## src/rtl/regbank_access_ctrl.sv

```systemverilog
// regbank_access_ctrl: sole driver of the 8088 register bank. Arbitrates the
// bank write port between requesters A and B (round robin), passes the read
// ports through, and runs a self-contained 16-bit XCHG micro-sequence.
module regbank_access_ctrl #(
    parameter bit RR_INIT = 1'b0
) (
    input  logic        clk,
    input  logic        reset_n,

    input  logic        a_req,
    output logic        a_ready,
    input  logic [2:0]  a_reg,
    input  logic [15:0] a_data,
    input  logic        a_size,
    input  logic        a_hl,

    input  logic        b_req,
    output logic        b_ready,
    input  logic [2:0]  b_reg,
    input  logic [15:0] b_data,
    input  logic        b_size,
    input  logic        b_hl,

    input  logic        xchg_req,
    input  logic [2:0]  xchg_ra,
    input  logic [2:0]  xchg_rb,
    output logic        xchg_busy,
    output logic        xchg_done,

    input  logic [2:0]  rd_reg1,
    input  logic [2:0]  rd_reg2,
    output logic [15:0] rd_data1,
    output logic [15:0] rd_data2,

    output logic        err_byte,

    output logic        bk_en_write,
    output logic [2:0]  bk_reg_write,
    output logic [15:0] bk_write_data,
    output logic        bk_size,
    output logic        bk_select_high_low,
    output logic [2:0]  bk_reg_read1,
    output logic [2:0]  bk_reg_read2,
    input  logic [15:0] bk_read_data1,
    input  logic [15:0] bk_read_data2
);

    typedef enum logic [1:0] {
        IDLE = 2'd0,
        XRD  = 2'd1,
        XW1  = 2'd2,
        XW2  = 2'd3
    } state_t;

    state_t      state_q, state_d;
    logic        rr_q, rr_d;
    logic [2:0]  ra_q, ra_d;
    logic [2:0]  rb_q, rb_d;
    logic [15:0] cap_a_q, cap_a_d;
    logic [15:0] cap_b_q, cap_b_d;

    // Write-holding register for A/B grants
    logic        wr_en_q, wr_en_d;
    logic [2:0]  wr_reg_q, wr_reg_d;
    logic [15:0] wr_data_q, wr_data_d;
    logic        wr_size_q, wr_size_d;
    logic        wr_hl_q, wr_hl_d;

    logic        done_q, done_d;
    logic        err_q, err_d;

    logic        grant_a;
    logic        grant_b;

    // Round-robin grant; XCHG pre-empts both requesters, nothing granted outside IDLE
    always_comb begin
        grant_a = 1'b0;
        grant_b = 1'b0;
        if (state_q == IDLE && !xchg_req) begin
            if (a_req && b_req) begin
                grant_a = ~rr_q;
                grant_b = rr_q;
            end else begin
                grant_a = a_req;
                grant_b = b_req;
            end
        end
    end

    // Next-state logic for the XCHG sequencer and the write-holding register
    always_comb begin
        state_d   = state_q;
        rr_d      = rr_q;
        ra_d      = ra_q;
        rb_d      = rb_q;
        cap_a_d   = cap_a_q;
        cap_b_d   = cap_b_q;
        wr_en_d   = 1'b0;
        wr_reg_d  = wr_reg_q;
        wr_data_d = wr_data_q;
        wr_size_d = wr_size_q;
        wr_hl_d   = wr_hl_q;
        done_d    = 1'b0;
        err_d     = 1'b0;

        case (state_q)
            IDLE: begin
                if (xchg_req) begin
                    ra_d    = xchg_ra;
                    rb_d    = xchg_rb;
                    state_d = XRD;
                end else if (grant_a || grant_b) begin
                    if (a_req && b_req) begin
                        rr_d = ~rr_q;
                    end
                    wr_reg_d  = grant_a ? a_reg  : b_reg;
                    wr_data_d = grant_a ? a_data : b_data;
                    wr_size_d = grant_a ? a_size : b_size;
                    wr_hl_d   = grant_a ? a_hl   : b_hl;
                    // Byte writes only exist for AL..BH (regs 0-3); others are rejected
                    if (!wr_size_d && wr_reg_d[2]) begin
                        err_d = 1'b1;
                    end else begin
                        wr_en_d = 1'b1;
                    end
                end
            end
            XRD: begin
                cap_a_d = bk_read_data1;
                cap_b_d = bk_read_data2;
                state_d = XW1;
            end
            XW1: begin
                state_d = XW2;
            end
            XW2: begin
                state_d = IDLE;
                done_d  = 1'b1;
            end
            default: begin
                state_d = IDLE;
            end
        endcase
    end

    // State and output registers; XCHG addresses are plain data and not reset
    always_ff @(posedge clk) begin
        ra_q <= ra_d;
        rb_q <= rb_d;
        if (!reset_n) begin
            state_q   <= IDLE;
            rr_q      <= RR_INIT;
            cap_a_q   <= 16'h0000;
            cap_b_q   <= 16'h0000;
            wr_en_q   <= 1'b0;
            wr_reg_q  <= 3'd0;
            wr_data_q <= 16'h0000;
            wr_size_q <= 1'b0;
            wr_hl_q   <= 1'b0;
            done_q    <= 1'b0;
            err_q     <= 1'b0;
        end else begin
            state_q   <= state_d;
            rr_q      <= rr_d;
            cap_a_q   <= cap_a_d;
            cap_b_q   <= cap_b_d;
            wr_en_q   <= wr_en_d;
            wr_reg_q  <= wr_reg_d;
            wr_data_q <= wr_data_d;
            wr_size_q <= wr_size_d;
            wr_hl_q   <= wr_hl_d;
            done_q    <= done_d;
            err_q     <= err_d;
        end
    end

    // Bank write port: XCHG writes come from the captured values, else the holding register
    always_comb begin
        bk_en_write        = wr_en_q;
        bk_reg_write       = wr_reg_q;
        bk_write_data      = wr_data_q;
        bk_size            = wr_size_q;
        bk_select_high_low = wr_hl_q;
        if (state_q == XW1) begin
            bk_en_write        = 1'b1;
            bk_reg_write       = ra_q;
            bk_write_data      = cap_b_q;
            bk_size            = 1'b1;
            bk_select_high_low = 1'b0;
        end else if (state_q == XW2) begin
            bk_en_write        = 1'b1;
            bk_reg_write       = rb_q;
            bk_write_data      = cap_a_q;
            bk_size            = 1'b1;
            bk_select_high_low = 1'b0;
        end
    end

    assign bk_reg_read1 = (state_q == XRD) ? ra_q : rd_reg1;
    assign bk_reg_read2 = (state_q == XRD) ? rb_q : rd_reg2;
    assign rd_data1     = bk_read_data1;
    assign rd_data2     = bk_read_data2;

    assign a_ready   = grant_a;
    assign b_ready   = grant_b;
    assign xchg_busy = (state_q != IDLE);
    assign xchg_done = done_q;
    assign err_byte  = err_q;

endmodule
```

## config.mk

```make
export PLATFORM = sky130hd
export DESIGN_NAME = regbank_access_ctrl
export DESIGN_NICKNAME = d
export VERILOG_FILES = /design/src/rtl/regbank_access_ctrl.sv
export SDC_FILE = /design/constraint.sdc
export NUM_CORES = 1
export LEC_CHECK = 0
export CAP_MARGIN = 20
export CORE_UTILIZATION = 43
export CTS_CLUSTER_DIAMETER = 60
export CTS_CLUSTER_SIZE = 10
export DETAILED_ROUTE_END_ITERATION = 8
export GPL_TIMING_DRIVEN = 0
export PLACE_DENSITY = 0.82
export SLEW_MARGIN = 20
export SYNTH_ARGS = -nofsm -noshare
export SYNTH_HDL_FRONTEND = slang
export SYNTH_SLANG_ARGS = --single-unit
```

## constraint.sdc

```tcl
create_clock -name clk -period 2.37 [get_ports clk]
set_input_delay 0.711 -clock clk [delete_from_list [all_inputs] [get_ports clk]]
set_output_delay 0.711 -clock clk [all_outputs]
set_load 0.01 [all_outputs]
```

# == Yosys cells after proc, flatten, opt, wreduce, memory -nomap -nowiden ==
# Index checks and enable logic that the tools add are counted.
# word_totals
register_bits,65
wordCells,59
# op_classes
n_eq_ne,4
mux,25
n_bitwise,5
reduce_logical,12
# op_table
op,count
2-to-1 mux 16 bit,3
2-to-1 mux 1 bit,15
2-to-1 mux 3 bit,5
one-hot mux 2 bit (4 select lines),1
inverter 1 bit,5
== test 2 bit (second input constant),2
AND reduction 4 bit,1
OR reduction 4 bit,1
logical AND 1 bit,3
AND reduction 3 bit,1
== test 2 x 1 -> 1 bit (second input constant),1
zero test 1 bit,2
zero test 2 bit,1
2-to-1 mux 2 bit,1
inequality test 2 bit (second input constant),1
AND reduction 2 bit,1
nonzero test 2 bit,1
logical OR 1 bit,1

# == Logic depth before layout (Yosys ltp) ==
# Gate-level depths: netlist of run 1.
# logic_depth
ltp_word,7
depth_mapped,7
mapped_depth_nobuf,5

# == Least setup slack after synthesis of run 1 ==
# Ideal clock, no wire load.
# synth_timing
path_kind,input port to output port
startpoint,input xchg_req
endpoint,output b_ready
arrival_time_ns,1.488
required_time_ns,1.659
path_slack_ns,0.171
stages,5
path_buffers,2
cell_sequence,and2b_2 > buf_6 > buf_2 > nand2_1 > a21oi_1
# synth_via
elab_chain_cells,3
# synth_lines
item,line,source
start: declaration,24,"input logic xchg_req,"
zero test 1 bit,79,if (state_q == IDLE && !xchg_req) begin
logical AND 1 bit,79,
2-to-1 mux 1 bit,79,
end: declaration,18,"output logic b_ready,"
# No other way between the ends.

# == Worst setup path in the final report of run 1 ==
# layout_timing
startpoint,register state_q[1]
endpoint,output bk_write_data[0]
# layout_via
elab_chain_cells,3
# layout_lines
item,line,source
start: declaration,55,"state_t state_q, state_d;"
start signal: assignment,163,state_q <= state_d;
== test 2 bit,190,end else if (state_q == XW2) begin
2-to-1 mux 16 bit,190,
2-to-1 mux 16 bit (*),184,if (state_q == XW1) begin
end: declaration,39,"output logic [15:0] bk_write_data,"
# Every way passes the cells marked *; elsewhere a longest branch is shown, timed or not.

==> impl_results.md, run 1 <==
- Leakage: 0.002146 µW
- Skew final: 0.01287 ns
- Fmax: 428.0 MHz
- Worst IR Drop VDD: 0.3602 mV
- Site Rows: 32
- First-pass GRT wire length: 16,880 µm
- Setup TNS: 0 ns
- Starting DRT DRC Count: 125
- CTS Buf Count: 9
- Yosys top cell area share: between 30% and 40%
- WP data required: 1.66 ns
- Final hold violations: 0
- Nets: about 650
- Hold Path Origin: cap_b_q[13]
- Root Buffer: clkbuf_8
- Die H: a little over 90 µm
- Clock Latency Late Sink: 0.34 ns
- Synth unique cells: 33
- # hold bufs at CTS: 0
- Min Tclk post-route: 2.336 ns
- Crit share post-route: 98.58%
- Area grow syn2layout: 56.18%
- Final setup vio count: 0
- Via Count: ~3,400
- Vias in the first global route: between 3,000 and 4,000
- Top FF cell, synth: dfxtp_1
- CTS Sinks: 65
- Top cells by area, synth: dfxtp_1 (33%), mux2i_1 (15%), a311oi_2 (8.4%)
- Post-synthesis cell area: 3555 µm²
- WP data arrival: between 1.5 and 2 ns
- RSZ-0062 raised after global routing: yes
- Flop pwr share: 32.3%
- Comb power frac: 48.0%
- CTS max path bufs: 2
- Pwr Density: 873.7 nW/µm²
- WL final: 10,930 µm
- Post-synth EDFFs: 6
- Via density per instance: 5.198
- Critical path endpoint category: output pin
- Post-route DRC: 0
- Status: completed
- CP Launch Type: flip-flop
- Worst min-delay path category: reg -> reg
- Routability-driven placement congestion ratio: 0.8820
- Detailed placer's ending HPWL: 8315 µm
- Most frequent cells in the layout: clkdlybuf4s50_1 (90), dfxtp_1 (57), mux2i_1 (49)
- Largest net degree at the start of global routing: 20
- Slew headroom: 52.10%
- N_diodes: 0
- Worst reg2reg path startpoint: state_q[0]
- Net Count, Synth: 477
- Highest routed metal layer: met4
- CTS tree: built
- Routed length per instance: 16.57 µm
- Die width: between 90 and 100 µm
- Total GRT Usage: ~25%
- I/O pins: 156
- Core ar.: 7848 µm²
- Total power: 4850 µW
- Post-synthesis sequential area ratio: 38.30%
- Layout cells sized above 1: 26.52%
- CP Class: reg -> out
- First-pass DRT Iterations: 4
- Worst slew pin tran: 0.7186 ns
- Mapped Cells: 381
- Crit path from: state_q[1]
- H-tree depth: 3
- Initial antenna violation count: 0
- Area leader, netlist: dfxtp_1
- Psw: about 1800 µW
- DIE AREA: approximately 8600 µm²
- Worst-path fanout max: 10
- Met3 Routed Length: 609 µm
- Register bit total from synthesis: 65
- GRT overflow: 0
- Clock slew at reported path FFs: 0.08 ns
- Syn_area_per_cell: 9.330 µm²
- Routed Antenna Nets: 0
- Port bufs: roughly 150
- Pins Over Slew Limit: 0
- R2R setup slack: 0.56 ns
- Initial Utilization: 45.30%
- Wire length on met2: 5587 µm
- Ys Warns: 0
- DRT met1 WL: 4584 µm
- Clock power frac: 19.7%
- Ys async rst share: 0%
- Sw frac: 36.14%
- Max-Cap Viols: 0
- Internal Power: 3097 µW
- Commonest non-fill, non-tap cell in the layout: clkdlybuf4s50_1
[power groups by stage]
| stage | Clock [µW] | Combinational [µW] | Sequential [µW] |
|---|---|---|---|
| floorplan | 0 | 1330 | 1480 |
| global placement | 0 | 2150 | 1530 |
| detailed placement | 0 | 2210 | 1550 |
| CTS | 947 | 2280 | 1550 |
| global route | 1000 | 2490 | 1590 |
| finish | 955 | 2330 | 1570 |
[worst max-delay path: stages (launching register included)]
cell             delay (ns)
dfxtp_4                0.41
ha_4                   0.19
buf_12                 0.15
mux2i_1                0.20
o21ai_1                0.09
clkdlybuf4s15_2        0.24
[repair_timing]
item,in CTS,in global routing
endpoints found under the setup margin,63,21
resized for setup,178,21
gates cloned,0,0
pin swaps,1,1
buffers inserted,6,5
[cell usage after synthesis, types with 2 or more instances]
| library cell | number |
|---|---|
| mux2i_1 | 52 |
| and2_1 | 3 |
| a311oi_2 | 20 |
| ha_1 | 5 |
| nand2_1 | 21 |
| mux2_2 | 6 |
| clkbuf_1 | 18 |
| a21oi_1 | 23 |
| dfxtp_1 | 59 |
| edfxtp_1 | 6 |
| nor2_1 | 35 |
| o21ai_0 | 40 |
| buf_4 | 32 |
| buf_2 | 14 |
| or3_1 | 2 |
| inv_1 | 5 |
| buf_6 | 4 |
| nand4_1 | 21 |
[cell type report]
class / count / area (µm²)
buffer: 64 / 488.0
clock buffer: 13 / 158.9
clock inverter: 3 / 40.04
fill: 601 / 2296
inverter: 5 / 23.77
multi-input combinational: 243 / 1819
sequential: 65 / 1369
tap: 102 / 127.6
timing repair buffer: 165 / 1525
[sequential cells by signal, summed over array words and instances, names as in the netlist, 2 cells and up]
register,flops
state_q,2
ra_q,3
cap_a_q,16
wr_data_q,16
cap_b_q,16
wr_reg_q,3
rb_q,3
[final timing paths]
kind / endpoint / depth (start not counted)
max: bk_write_data[0] / 5
min: cap_b_q[13] / 2
max reg2reg: wr_hl_q / 8
min reg2reg: cap_b_q[13] / 2
[metrics by stage]
step | std cells | setup WS (ns) | util (%) | hold WS (ns) | cell area, µm²
final | 660 | 0.03354 | 70.74 | 0.4938 | 5552
after global routing | 660 | -0.02511 | 70.74 | 0.5350 | 5552
after CTS | 656 | -0.1641 | 70.46 | 0.4986 | 5529
after detailed placement | 637 | -0.8968 | 66.57 | 0.4832 | 5224
after global placement | 637 | -0.8824 | 66.57 | 0.4730 | 5224
after floorplan | 381 | 0.1715 | - | 0.4601 | 3555
[kinds of logic after synthesis]
logic type,Yosys count,share of synthesized area [%]
compound gates,86,17.92
xor+xnor,1,0.2464
fa+ha+maj,5,1.760
simple gates,93,12.81
mux,58,16.54
buf+inv,73,12.43
flops,65,38.30
[metal layers]
layer	up-vias	global-route usage [%]
li1	1682	-
met1	1598	31.86
met2	134	43.20
met3	17	3.777
met4	0	8.462
met5	-	0
No activity file was read; power rests on OpenSTA's default activity.
==> run 2: changes to the inputs <==
--- a/config.mk
+++ b/config.mk
@@ -10,6 +10,7 @@
 export CTS_CLUSTER_DIAMETER = 60
 export CTS_CLUSTER_SIZE = 10
 export DETAILED_ROUTE_END_ITERATION = 8
+export GPL_ROUTABILITY_DRIVEN = 0
 export GPL_TIMING_DRIVEN = 0
 export PLACE_DENSITY = 0.82
 export SLEW_MARGIN = 20
==> results of run 2 <==
The final DEF is identical to that of run 1; final timing and power are the same.
==> run 3: changes to the inputs <==
--- a/config.mk
+++ b/config.mk
@@ -5,7 +5,7 @@
 export SDC_FILE = /design/constraint.sdc
 export NUM_CORES = 1
 export LEC_CHECK = 0
-export CAP_MARGIN = 20
+export CAP_MARGIN = 15
 export CORE_UTILIZATION = 43
 export CTS_CLUSTER_DIAMETER = 60
 export CTS_CLUSTER_SIZE = 10
==> results of run 3 <==
The final DEF is identical to that of run 1; final timing and power are the same.
